--- src/rtl/boot_loader.sv ---
// ---------------------------------------------------------------------------
// boot_loader
//
// Receives a program over a byte stream and writes it into instruction memory
// one 32-bit word at a time. The processor is held in reset until the whole
// image has been written.
//
// Stream format: length low byte, length high byte (N = number of 32-bit
// words), 4*N program bytes packed little-endian, then one checksum byte
// when the checksum option is built in.
//
// Optional feature macro: BOOT_LOADER_CHECKSUM_EN
//   defined   -> program bytes are XOR-accumulated and one extra checksum byte
//                is consumed in the CHK state; a mismatch aborts the load.
//   undefined -> no CHK state, no accumulator, no checksum byte.
//
// Parameters:
//   ADDR_BASE  byte address of the first instruction word
//   MAX_WORDS  largest accepted program length in words
//
// Ports:
//   clk         single clock, rising edge
//   rst         asynchronous active-low reset
//   in_valid    byte offered on in_data
//   in_ready    loader accepts a byte (transfer = in_valid & in_ready)
//   in_data     stream byte
//   imem_we     one-cycle write strobe per word
//   imem_addr   write byte address (holds when imem_we=0)
//   imem_wdata  assembled word (holds when imem_we=0)
//   cpu_hold    1 keeps the processor in reset (0 only in DONE)
//   done        load finished successfully (terminal until reset)
//   err         load aborted (terminal until reset)
//   word_count  words written so far
//   state_dbg   current FSM state encoding
//
// Handshake: a byte moves on every rising edge where in_valid and in_ready
// are both 1. in_ready depends only on registered state, so it never reacts
// combinationally to in_valid.
// ---------------------------------------------------------------------------
module boot_loader #(
    parameter logic [31:0] ADDR_BASE = 32'h0000_0000,
    parameter int          MAX_WORDS = 256
) (
    input  logic        clk,
    input  logic        rst,
    input  logic        in_valid,
    output logic        in_ready,
    input  logic [7:0]  in_data,
    output logic        imem_we,
    output logic [31:0] imem_addr,
    output logic [31:0] imem_wdata,
    output logic        cpu_hold,
    output logic        done,
    output logic        err,
    output logic [15:0] word_count,
    output logic [2:0]  state_dbg
);

    typedef enum logic [2:0] {
        S_LEN0  = 3'd0,
        S_LEN1  = 3'd1,
        S_DATA  = 3'd2,
        S_WRITE = 3'd3,
`ifdef BOOT_LOADER_CHECKSUM_EN
        S_CHK   = 3'd4,
`endif
        S_DONE  = 3'd5,
        S_ERROR = 3'd6
    } state_t;

    localparam logic [16:0] LP_MAX_WORDS = 17'(MAX_WORDS);

    state_t      r_state;
    state_t      w_next;
    logic        r_active;      // low until the first edge after reset
    logic [15:0] r_len;
    logic [1:0]  r_byte_idx;
    logic [23:0] r_buf;         // first three bytes of the word in progress
    logic [31:0] r_addr;
    logic [31:0] r_wdata;
    logic [15:0] r_word_count;
`ifdef BOOT_LOADER_CHECKSUM_EN
    logic [7:0]  r_csum;
`endif

    logic        w_xfer;
    logic [15:0] w_len_full;
    logic [15:0] w_wc_inc;

    assign w_xfer     = in_valid & in_ready;
    // High byte arrives in LEN1 while the low byte is already registered.
    assign w_len_full = {in_data, r_len[7:0]};
    assign w_wc_inc   = r_word_count + 16'd1;

    // ---------------- state register ----------------
    always_ff @(posedge clk or negedge rst) begin
        if (!rst) begin
            r_state <= S_LEN0;
        end else begin
            r_state <= w_next;
        end
    end

    // ---------------- next-state logic ----------------
    always_comb begin
        w_next = r_state;
        case (r_state)
            S_LEN0: begin
                if (w_xfer) w_next = S_LEN1;
            end
            S_LEN1: begin
                if (w_xfer) begin
                    if (w_len_full == 16'd0) begin
`ifdef BOOT_LOADER_CHECKSUM_EN
                        w_next = S_CHK;
`else
                        w_next = S_DONE;
`endif
                    end else if ({1'b0, w_len_full} > LP_MAX_WORDS) begin
                        w_next = S_ERROR;
                    end else begin
                        w_next = S_DATA;
                    end
                end
            end
            S_DATA: begin
                if (w_xfer && (r_byte_idx == 2'd3)) w_next = S_WRITE;
            end
            S_WRITE: begin
                if (w_wc_inc < r_len) begin
                    w_next = S_DATA;
                end else begin
`ifdef BOOT_LOADER_CHECKSUM_EN
                    w_next = S_CHK;
`else
                    w_next = S_DONE;
`endif
                end
            end
`ifdef BOOT_LOADER_CHECKSUM_EN
            S_CHK: begin
                if (w_xfer) w_next = (in_data == r_csum) ? S_DONE : S_ERROR;
            end
`endif
            S_DONE:  w_next = S_DONE;
            S_ERROR: w_next = S_ERROR;
            default: w_next = S_LEN0;
        endcase
    end

    // ---------------- datapath ----------------
    always_ff @(posedge clk or negedge rst) begin
        if (!rst) begin
            r_active     <= 1'b0;
            r_len        <= 16'd0;
            r_byte_idx   <= 2'd0;
            r_buf        <= 24'd0;
            r_addr       <= 32'd0;
            r_wdata      <= 32'd0;
            r_word_count <= 16'd0;
`ifdef BOOT_LOADER_CHECKSUM_EN
            r_csum       <= 8'd0;
`endif
        end else begin
            r_active <= 1'b1;
            case (r_state)
                S_LEN0: begin
                    if (w_xfer) r_len[7:0] <= in_data;
                end
                S_LEN1: begin
                    if (w_xfer) r_len[15:8] <= in_data;
                end
                S_DATA: begin
                    if (w_xfer) begin
`ifdef BOOT_LOADER_CHECKSUM_EN
                        r_csum <= r_csum ^ in_data;
`endif
                        case (r_byte_idx)
                            2'd0: r_buf[7:0]   <= in_data;
                            2'd1: r_buf[15:8]  <= in_data;
                            2'd2: r_buf[23:16] <= in_data;
                            default: begin
                                // Word complete: present it during the
                                // following WRITE cycle.
                                r_wdata <= {in_data, r_buf};
                                r_addr  <= ADDR_BASE + {14'd0, r_word_count, 2'b00};
                            end
                        endcase
                        r_byte_idx <= r_byte_idx + 2'd1;
                    end
                end
                S_WRITE: begin
                    r_word_count <= w_wc_inc;
                end
                default: ;
            endcase
        end
    end

    // ---------------- outputs ----------------
    always_comb begin
        in_ready = 1'b0;
        case (r_state)
            S_LEN0, S_LEN1, S_DATA: in_ready = r_active;
`ifdef BOOT_LOADER_CHECKSUM_EN
            S_CHK:                  in_ready = r_active;
`endif
            default:                in_ready = 1'b0;
        endcase
    end

    assign imem_we    = (r_state == S_WRITE);
    assign imem_addr  = r_addr;
    assign imem_wdata = r_wdata;
    assign cpu_hold   = (r_state != S_DONE);
    assign done       = (r_state == S_DONE);
    assign err        = (r_state == S_ERROR);
    assign word_count = r_word_count;
    assign state_dbg  = r_state;

endmodule

--- config.mk ---
export PLATFORM = sky130hd
export DESIGN_NAME = boot_loader
export DESIGN_NICKNAME = d
export VERILOG_FILES = /design/src/rtl/boot_loader.sv
export SDC_FILE = /design/constraint.sdc
export NUM_CORES = 1
export LEC_CHECK = 0
export BUFFER_PORTS_ARGS = -buffer_cell sky130_fd_sc_hd__buf_2
export CAP_MARGIN = 5
export CORE_ASPECT_RATIO = 0.6
export CORE_MARGIN = 4
export CORE_UTILIZATION = 50
export DETAILED_ROUTE_END_ITERATION = 7
export PLACE_DENSITY = 0.85
export SLEW_MARGIN = 10
export SYNTH_ARGS = -nofsm -noshare
export SYNTH_HDL_FRONTEND = slang
export SYNTH_SLANG_ARGS = --single-unit
--- constraint.sdc ---
create_clock -name clk -period 2.95 [get_ports clk]
set_input_delay 0.4425 -clock clk [delete_from_list [all_inputs] [get_ports clk]]
set_output_delay 0.4425 -clock clk [all_outputs]
set_load 0.02 [all_outputs]
-- Yosys cells after proc, flatten, opt, wreduce, memory -nomap -nowiden
Index checks and enable logic that the tools add are counted.
- bits in registers: 110
- word-level logic and storage cells: 51
- output and inout bits: 88
- equal/unequal tests: 12
- $lt $le $gt $ge: 2
- reduce and logical (&&, ||, !) cells: 14
- mux-type cells: 8
- bitwise logic cells: 2
- add/subtract/negate cells: 2
- operator list (cell ; count):
    $mux W3 ; 6
    $pmux W3 S6 ; 1
    $add A16 B1 Y16 const B ; 1
    $gt A16 B9 Y1 const B ; 1
    $logic_not A16 Y1 ; 1
    $lt A16 B16 Y1 ; 1
    $reduce_and A3 Y1 ; 5
    $eq A3 B2 Y1 const B ; 2
    $eq A3 B3 Y1 const B ; 2
    $ne A2 B2 Y1 const B ; 3
    $reduce_and A2 Y1 ; 3
    $reduce_or A3 Y1 ; 2
    $eq A2 B2 Y1 const B ; 2
    $eq A3 B1 Y1 const B ; 1
    $logic_not A3 Y1 ; 1
    $ne A3 B3 Y1 const B ; 1
    $add A2 B1 Y2 const B ; 1
    $eq A2 B1 Y1 const B ; 1
    $logic_not A2 Y1 ; 1
    $and A1 B1 Y1 ; 1
    $logic_and A1 B1 Y1 ; 1
    $mux W1 ; 1
    $not A1 Y1 ; 1

-- Logic depth before layout (Yosys ltp)
Gate-level depths: netlist (run 1).
- depth after elaboration: 7
- gate-level depth with buffers: 11

-- Worst setup path before layout (run 1)
No wires, ideal clock.
- path kind: reg2reg
- from: reg r_word_count[0], in the netlist word_count[0]
- to: reg r_state[1], in the netlist state_dbg[1]
- data required time: 2824 ps
- path slack: -93 ps
- arrival: 2916 ps
- period minus slack after synthesis: 3043 ps
- setup time: 126 ps
- stages on the path, launching flop included: 12
- path through: dfrtp_1 -> ha_1 -> nand3_1 -> or3_4 -> nor2_1 -> nand3_1 -> xnor2_1 -> ha_1 -> a21oi_1 -> a21boi_0 -> a2111oi_4 -> a311o_1
- cells in the longest elaborated chain, start to end: 4
- RTL lines (item ; RTL line ; RTL):
    start: declaration ; 81 ; logic [15:0] r_word_count;
    start signal: assignment ; 193 ; r_word_count <= w_wc_inc;
    $add A16 B1 Y16 ; 93 ; assign w_wc_inc = r_word_count + 16'd1;
    via w_wc_inc[14] ; 88 ; logic [15:0] w_wc_inc;
    $lt A16 B16 Y1 ; 130 ; if (w_wc_inc < r_len) begin
    $mux W3 ; 130 ;
    $pmux W3 S6 ; 107 ; case (r_state)
    end signal: assignment ; 100 ; r_state <= w_next;
    end: declaration ; 73 ; state_t r_state;
The timed path passes the listed nets, and every way through them passes these cells.
A chain may end at the register's enable or synchronous reset.

-- Worst setup path in the final report (run 1)
- from: reg r_word_count[2], in the netlist word_count[2]
- to: reg r_state[1], in the netlist state_dbg[1]
The elaborated chain is that of the path after synthesis.

==> results.cfg, run 1 <==
[outcome]
run_status = complete, no violations

[drt]
drt_drc_violations_left = 0
avgRoutedWirePerCell_um = 16.72
viasPerCell = 5.162
detail-route-antenna-nets = 0
drt_iter0_drc = 118
vias = 3283
drtPass1Iterations = 4
postRouteWirelength_um = 10640

[layout]
design.final.nets = 528
multiInputGateArea_um2 = 2087
seq_area_um2 = 2755
share_of_layout_cells_above_drive_strength_1 = 0.3812
syn2layout_area_growth_pct = 16.46
diodes_inserted = 0
fillCellCount = 810

[timing]
setup_violations = 0
worst_slew_margin_rel = 0.4183
report.final.slew_viol_count = 0
achievable-frequency_mhz = 360.5
tcrit_tclk_final = 0.9402
min_period_ps = 2774
timing.setup.tns_ps = 0
rsz0062_at_grt = no
worst_clock_skew_ps = 3.834
hold_viol_final = 0
max_slew.worst_pin.slew_ps = 869.3

[critical_path]
worst_ep_required_time_ps = 3170
r2r_start = word_count[2]
timing.critical_path.fanout_max = 6
worst_r2r_path_depth = 9
worstReg2RegEnd = state_dbg[1]
critical_path.endpoint_type = flop
ff2ff_setup_slack_ps = 180
critical_path_startpoint_category = flop
arrival_ps = 3000
path_class = flop to flop

[power]
power-per-cell-area_nw_per_um2 = 458.5
power.sequential.fraction = 0.560
ir_worst_vdd_mv = 0.3281
total_power_mw = 2.696
power_switching_mw = 0.5635
clock_power_share = 0.413
p_int_mw = 2.132
p_leak_nw = 3.314
sw_frac_of_total = 0.2090
pwr-share-comb = 0.028

[global_route]
grt-ovfl-total = 0
grt_antenna_before_repair = 0
groute.usage.overall = 0.1888
grt_first_pass_wirelength_um = 17510
grt_start_max_net_pins = 71
grt_pass1_vias = 3517

[yosys]
postSynthCellCount = 409
number_of_enable_type_register_cells_in_the_synthesized_netlist = 0
synthesis.area_um2 = 5049
ys.flop_type = dfrtp_1
synth_sequential_area_ratio = 0.5452
ys_types = 42
synth.avg_cell_area_um2 = 12.34
synth-async-reset-ratio = 1.000
yosys_warnings = 0
post_synthesis_register_bit_count = 110

[clocking]
worst_setup_hold_path_clk_slew_ps = 70
cts_inserted_buffers = 9
clkSinkCount = 110
cts.htree.levels = 3
worst_skew_pair.late_latency_ps = 330
cts_tree = yes
ctsLongestPathBuffers = 2
cts-root-buf = clkbuf_16

[run]
max_cap_violations = 0

[die]
io_count = 99
core_region_area_um2 = 9844
std_cell_rows = 28
die_area_um2 = 11820
dieHeight_um = 85.84
initial_core_util = 0.5128
die_w_um = 137.7

[placement]
dp_hpwl_um = 7582
portBuffers = 82
routabilityCongestion = 0.8681

[min_path]
holdCritPathClass = input pin to asynchronous set/reset pin
## layout make-up
class / count / share of cell area
multi-input combinational: 261 / 0.3550
inverter: 23 / 0.01468
clock inverter: 1 / 0.0008512
timing repair buffer: 92 / 0.08725
clock buffer: 14 / 0.04490
tap: 135 / 0.02873
sequential: 110 / 0.4686
## how the worst max path moves through the flow
stage / from / cells past startpoint / end / slack, ps
after floorplan: word_count[0] / 11 / state_dbg[1] / 30
after global placement: word_count[0] / 11 / state_dbg[1] / 150
after detailed placement: word_count[0] / 11 / state_dbg[1] / 40
after CTS: word_count[0] / 11 / state_dbg[1] / 9
after global routing: word_count[2] / 10 / state_dbg[1] / 10
final: word_count[2] / 9 / state_dbg[1] / 180
## through the flow
stage                       util  hold WS (ps)  std cells  worst slack (ps)  instance area [um2]
after floorplan                -         146.9        424             31.72                 5107
after global placement    0.5652         442.8        618             153.7                 5564
after detailed placement  0.5652         453.5        618             38.54                 5564
after CTS                 0.5925         91.70        633             8.586                 5833
after global routing      0.5972         113.8        636             13.60                 5879
final                     0.5972         77.81        636             176.3                 5879
## power by group through the flow
stage	logic, mW	registers (mW)	clock network, mW
final	0.0744	1.51	1.11
after global routing	0.0839	1.51	1.20
after CTS	0.0761	1.51	1.13
after detailed placement	0.0755	1.54	0
after global placement	0.0742	1.54	0
after floorplan	0.0372	1.54	0
## cells in the final DEF (no fill, tap or decap), types with 12 or more instances in the layout
master,count
conb_1,17
dfrtp_1,108
nand2_1,36
inv_1,22
xnor2_1,16
mux2_2,72
o21ai_0,17
xor2_1,15
nor2_1,12
ha_1,19
buf_2,81
## kinds of logic after synthesis
logic type | Yosys count | share of synthesized area
xor gates and xnor gates | 31 | 0.05378
buffers and inverters | 53 | 0.05725
DFF | 110 | 0.5452
muxes | 73 | 0.1628
and+or+nand+nor | 86 | 0.08302
adders and majority gates | 20 | 0.04957
AOI/OAI and AO/OA | 34 | 0.04684
other | 2 | 0.001488
## state kept, by name, indices dropped and copies added, names as in the netlist
| register | count |
|---|---|
| imem_wdata | 32 |
| r_buf | 24 |
| imem_addr | 16 |
| r_len | 16 |
| word_count | 16 |
| state_dbg | 3 |
| r_byte_idx | 2 |
| r_active | 1 |
## what timing repair did
action	4_1_cts	5_1_grt
endpoints found under the setup margin	0	3
resized for setup	0	7
setup buffers	0	3
hold buffers	0	0
## synth_stat cells, types with 2 or more instances
master / count / area (um2)
dfrtp_1: 110 / 2753
mux2_2: 72 / 810.8
nand2_1: 36 / 135.1
inv_1: 22 / 82.58
ha_1: 20 / 250.2
buf_4: 17 / 127.6
o21ai_0: 17 / 85.08
xnor2_1: 16 / 140.1
nor2_1: 15 / 56.30
xor2_1: 15 / 131.4
nand3_1: 8 / 40.04
nand4_1: 6 / 37.54
clkbuf_1: 5 / 18.77
nor3_1: 5 / 25.02
a21oi_1: 4 / 20.02
and3_1: 3 / 18.77
buf_6: 3 / 33.78
nor4_1: 3 / 18.77
and2_1: 2 / 12.51
buf_1: 2 / 7.510
buf_2: 2 / 10.01
conb_1: 2 / 7.510
nand2_2: 2 / 12.51
nor2b_1: 2 / 12.51
o211ai_1: 2 / 15.01
o31ai_1: 2 / 15.01
## worst max-delay path: stages, from the launching register on
cell and delay, ps:
dfrtp_1 490, nand3_1 230, nor2_4 240, nand3_1 130, xnor2_1 160, ha_1 310
nand4_1 90, o311ai_1 490, a2111oi_4 160, a311o_1 360
## routing by layer
layer	vias up	share of wire	GRT usage
met5	-	0	0
met4	0	0.0048	0.03857
met3	8	0.068	0.04689
li1	1529	-	-
met1	1642	0.45	0.2652
met2	104	0.47	0.3018
Power figures use the tool's default switching activity.
==> inputs of run 2 (changes only) <==
--- a/config.mk
+++ b/config.mk
@@ -7,7 +7,6 @@
 export LEC_CHECK = 0
 export BUFFER_PORTS_ARGS = -buffer_cell sky130_fd_sc_hd__buf_2
 export CAP_MARGIN = 5
-export CORE_ASPECT_RATIO = 0.6
 export CORE_MARGIN = 4
 export CORE_UTILIZATION = 50
 export DETAILED_ROUTE_END_ITERATION = 7
==> run 2 against run 1 <==
  * Global-route usage is 0.97 points lower
  * Via count is 0.91% lower
  * Final cell count is 0.16% lower
  * Cell area is 1.5% lower
  * Routed wire length is 5.5% lower
  * Fmax is 0.78% higher
==> results.cfg, run 2 (synthesis gave the netlist of run 1 again) <==
[critical_path]
critical_path_startpoint_category = flop
critical_path.endpoint_type = flop
worst_ep_required_time_ps = 3210
arrival_ps = 3010
timing.critical_path.fanout_max = 5
crit_start = word_count[0]
path_class = flop to flop
r2r_start = word_count[0]

[timing]
rsz0062_at_grt = no
max_slew.worst_pin.slew_ps = 818.3
timing.setup.tns_ps = 0
setup_violations = 0
worst_clock_skew_ps = 14.82
worst_slew_margin_rel = 0.4524
tcrit_tclk_final = 0.9330
hold_viol_final = 0
report.final.slew_viol_count = 0
achievable-frequency_mhz = 363.3
min_period_ps = 2752

[outcome]
run_status = complete, no violations

[clocking]
cts.htree.levels = 3
cts_tree = yes
ctsLongestPathBuffers = 2
clkSinkCount = 110
worst_setup_hold_path_clk_slew_ps = 110
worst_skew_pair.late_latency_ps = 370
cts-root-buf = clkbuf_8
cts_inserted_buffers = 9

[layout]
fillCellCount = 835
design.final.nets = 529
largest_register_ff_count = 32
post_layout_nonfiller_instances = 635
share_of_layout_cells_above_drive_strength_1 = 0.3884
syn2layout_area_growth_pct = 14.72
diodes_inserted = 0
mostFrequentLayoutCells = dfrtp_1, buf_2, mux2_2, nand2_1, inv_1
final_common_cell = dfrtp_1

[power]
power-per-cell-area_nw_per_um2 = 418.1
ir_worst_vdd_mv = 0.2667
p_leak_nw = 3.274

[global_route]
grt_first_pass_wirelength_um = 16460
grt_pass1_vias = 3404
grt_antenna_before_repair = 0
groute.usage.overall = 0.1791
grt-ovfl-total = 0
grt_start_max_net_pins = 57

[drt]
drtPass1Iterations = 4
viasPerCell = 5.123
avgRoutedWirePerCell_um = 15.82
postRouteWirelength_um = 10050
drt_iter0_drc = 119
drt_drc_violations_left = 0
vias = 3253
detail-route-antenna-nets = 0

[die]
io_count = 99
die_w_um = 108.5
std_cell_rows = 36
die_area_um2 = 11770
initial_core_util = 0.5141
core_region_area_um2 = 9819
dieHeight_um = 108.5

[placement]
numPlacedInstances = 617
portBuffers = 82
routabilityCongestion = 0.8335
dp_hpwl_um = 7244

[run]
max_cap_violations = 0

[min_path]
holdCritPathClass = input pin to asynchronous set/reset pin
==> run 2: power breakdown <==
part | total [mW] | switching (mW) | internal (mW) | leakage (nW)
sequential | 1.51 | 0.000694 | 1.51 | 1.43
combinational | 0.0728 | 0.0634 | 0.00943 | 1.76
clock | 0.841 | 0.505 | 0.335 | 0.0858
total | 2.42 | 0.570 | 1.85 | 3.27
==> run 2: per-layer routing <==
metal  part of all wire  wire length, um  global-route usage
met1               0.44             4430              0.2277
met2               0.49             4941              0.3076
met3              0.057              574             0.04119
met4              0.010              102             0.04959
met5                  0                0                   0
==> run 2: cell type report <==
type                            instances  area [um2]  area share
Tap cell                              133       166.4     0.02873
Sequential cell                       110        2755      0.4757
Timing Repair Buffer                   93       520.5     0.08987
Clock inverter                          5       41.29    0.007129
Multi-Input combinational cell        261        2085      0.3599
Clock buffer                           10       137.6     0.02376
Inverter                               23       86.33     0.01491
==> run 2: per-stage QoR <==
| step | total power [mW] | worst slack (ps) | utilization | area [um2] | hold WS [ps] |
|---|---|---|---|---|---|
| global route | 2.521 | 0.5862 | 0.5898 | 5792 | 151.5 |
| CTS | 2.443 | 39.16 | 0.5854 | 5748 | 121.4 |
| floorplan | 1.575 | 31.72 | - | 5107 | 146.9 |
| global placement | 1.612 | 165.0 | 0.5672 | 5569 | 481.4 |
| detailed placement | 1.613 | 70.45 | 0.5672 | 5569 | 486.7 |
| finish | 2.421 | 197.7 | 0.5898 | 5792 | 108.2 |
==> run 2: critical path: stages, from the launching register on <==
cell and delay, ps:
dfrtp_2 410, ha_2 200, nand3_1 120, or3_4 370
nor2_2 130, nand3_1 100, xnor2_1 170, ha_1 330
nand4_1 150, a21oi_2 200, a2111oi_4 90, a311o_1 380
==> run 2: final timing paths <==
check,slack [ps],to,depth (start not counted)
setup reg to reg,200,state_dbg[1],11
min in group clk,400,r_len[14],3
setup / recovery,200,state_dbg[1],11
max in group asynchronous,2080,word_count[0],2
hold reg to reg,500,imem_wdata[18],1
hold / removal,110,imem_wdata[9],1
==> run 2: timing repair <==
action | 4_1_cts | 5_1_grt
endpoints found under the hold margin | 0 | 0
resized for setup | 0 | 6
hold buffers | 0 | 0
buffers inserted | 0 | 3
setup endpoints to repair | 0 | 3
==> inputs of run 3 (changes only) <==
--- a/config.mk
+++ b/config.mk
@@ -7,7 +7,6 @@
 export LEC_CHECK = 0
 export BUFFER_PORTS_ARGS = -buffer_cell sky130_fd_sc_hd__buf_2
 export CAP_MARGIN = 5
-export CORE_MARGIN = 4
 export CORE_UTILIZATION = 50
 export DETAILED_ROUTE_END_ITERATION = 7
 export PLACE_DENSITY = 0.85
==> run 3 against run 2 <==
  * Count of clock-buffer cells in the layout is 1 lower
  * Global-route usage up 3.1 points
  * Highest routed layer unchanged
  * Critical path type unchanged
  * Non-clock buffer count grew 5
==> results.cfg, run 3 (synthesis gave the netlist of run 1 again) <==
[outcome]
run_status = complete, no violations

[timing]
worst_clock_skew_ps = 19.95
achievable-frequency_mhz = 361.2
setup_violations = 0
timing.setup.tns_ps = 0
min_period_ps = 2769
hold_viol_final = 0
worst_slew_margin_rel = 0.4628
timing.final.ws_setup_ps = 181.2
tcrit_tclk_final = 0.9386
max_slew.worst_pin.slew_ps = 805.8
rsz0062_at_grt = no
report.final.slew_viol_count = 0

[global_route]
grt-ovfl-total = 0
grt_pass1_vias = 3279
grt_use_met3 = 0.05062
grt_first_pass_wirelength_um = 16480
grt_start_max_net_pins = 65
grt_use_met2 = 0.3492
groute.usage.overall = 0.2100
grt_antenna_before_repair = 0
globalRouteMet1Util = 0.2740
gr_busiest_metal = met2

[drt]
detail-route-antenna-nets = 0
avgRoutedWirePerCell_um = 15.66
drt_drc_violations_left = 0
drt_iter0_drc = 203
viasPerCell = 5.108
vias = 3274
postRouteWirelength_um = 10040
drtPass1Iterations = 4

[die]
die_area_um2 = 10500
std_cell_rows = 36
io_count = 99
initial_core_util = 0.5165
die_w_um = 102.5
dieHeight_um = 102.5
core_region_area_um2 = 9774

[clocking]
cts_inserted_buffers = 9
cts_tree = yes
cts_hold_buf = 0
ctsLongestPathBuffers = 2
worst_skew_pair.late_latency_ps = 390
cts.htree.levels = 3
worst_setup_hold_path_clk_slew_ps = 110
clkSinkCount = 110
cts-root-buf = clkbuf_8

[critical_path]
worst_ep_required_time_ps = 3220
worstReg2RegEnd = state_dbg[1]
arrival_ps = 3040
ff2ff_setup_slack_ps = 180
critical_path.endpoint_type = flop
timing.critical_path.fanout_max = 5
critical_path_startpoint_category = flop
crit_start = word_count[0]
path_class = flop to flop
r2r_start = word_count[0]
worst_r2r_path_depth = 11

[placement]
routabilityCongestion = 0.8285
portBuffers = 82
pre_cts_ws_ps = 95.48
dp_hpwl_um = 7219

[power]
ir_worst_vdd_mv = 0.2910
power-per-cell-area_nw_per_um2 = 429.0
p_leak_nw = 3.313

[layout]
syn2layout_area_growth_pct = 15.74
share_of_layout_cells_above_drive_strength_1 = 0.3917
design.final.nets = 534
mostFrequentLayoutCells = dfrtp_1, buf_2, mux2_2, nand2_1, inv_1
diodes_inserted = 0
finalCoreUtilization = 0.5978
final_common_cell = dfrtp_1
largest_register_ff_count = 32

[min_path]
holdCritPathClass = input pin to asynchronous set/reset pin

[run]
max_cap_violations = 0
run 3: where the power goes:
part	total [mW]	switching (mW)	internal (mW)
logic	0.0736	0.0643	0.00928
registers	1.51	0.000802	1.51
clock network	0.925	0.578	0.347
total	2.51	0.643	1.86
run 3: routing by layer:
metal / routed length (um) / up-vias
met4: 124 / 0
met1: 4396 / 1631
met2: 4995 / 91
met5: 0 / -
li1: - / 1540
met3: 520 / 12
run 3: cell type report:
| class | count | area (um2) |
|---|---|---|
| repair buffers | 98 | 545.5 |
| clock inverters | 7 | 81.33 |
| clock buffers | 9 | 123.9 |
| multi-input cells | 261 | 2085 |
| flip-flops and latches | 110 | 2755 |
| inverters | 23 | 86.33 |
| well taps | 133 | 166.4 |
| fillers | 796 | 3931 |
run 3: critical path, stage by stage (launching register included):
cell and delay [ps]:
dfrtp_2 440, ha_4 170, nand3_1 110, or3_4 420
nor2_2 140, nand3_1 100, xnor2_1 160, ha_1 340
nand4_1 160, a21oi_2 200, a2111oi_4 80, a311o_1 370
run 3: what timing repair did:
action	4_1_cts	5_1_grt
resized for setup	0	5
setup endpoints to repair	0	3
endpoints found under the hold margin	0	0
buffers inserted	0	4
run 3: how the worst max path moves through the flow:
| stage | end | slack, ps | cells past startpoint |
|---|---|---|---|
| finish | state_dbg[1] | 180 | 11 |
| global route | state_dbg[1] | 10 | 11 |
| CTS | state_dbg[1] | 50 | 11 |
| detailed placement | state_dbg[1] | 100 | 11 |
| global placement | state_dbg[1] | 170 | 11 |
| floorplan | state_dbg[1] | 30 | 11 |
run 3: per-stage QoR:
step	area (um2)	hold WS, ps	total power [mW]	cells
after detailed placement	5587	487.8	1.614	621
after global routing	5843	189.0	2.603	641
after global placement	5587	481.4	1.612	621
after CTS	5792	143.0	2.537	637
after floorplan	5107	146.9	1.575	424
final	5843	129.1	2.507	641
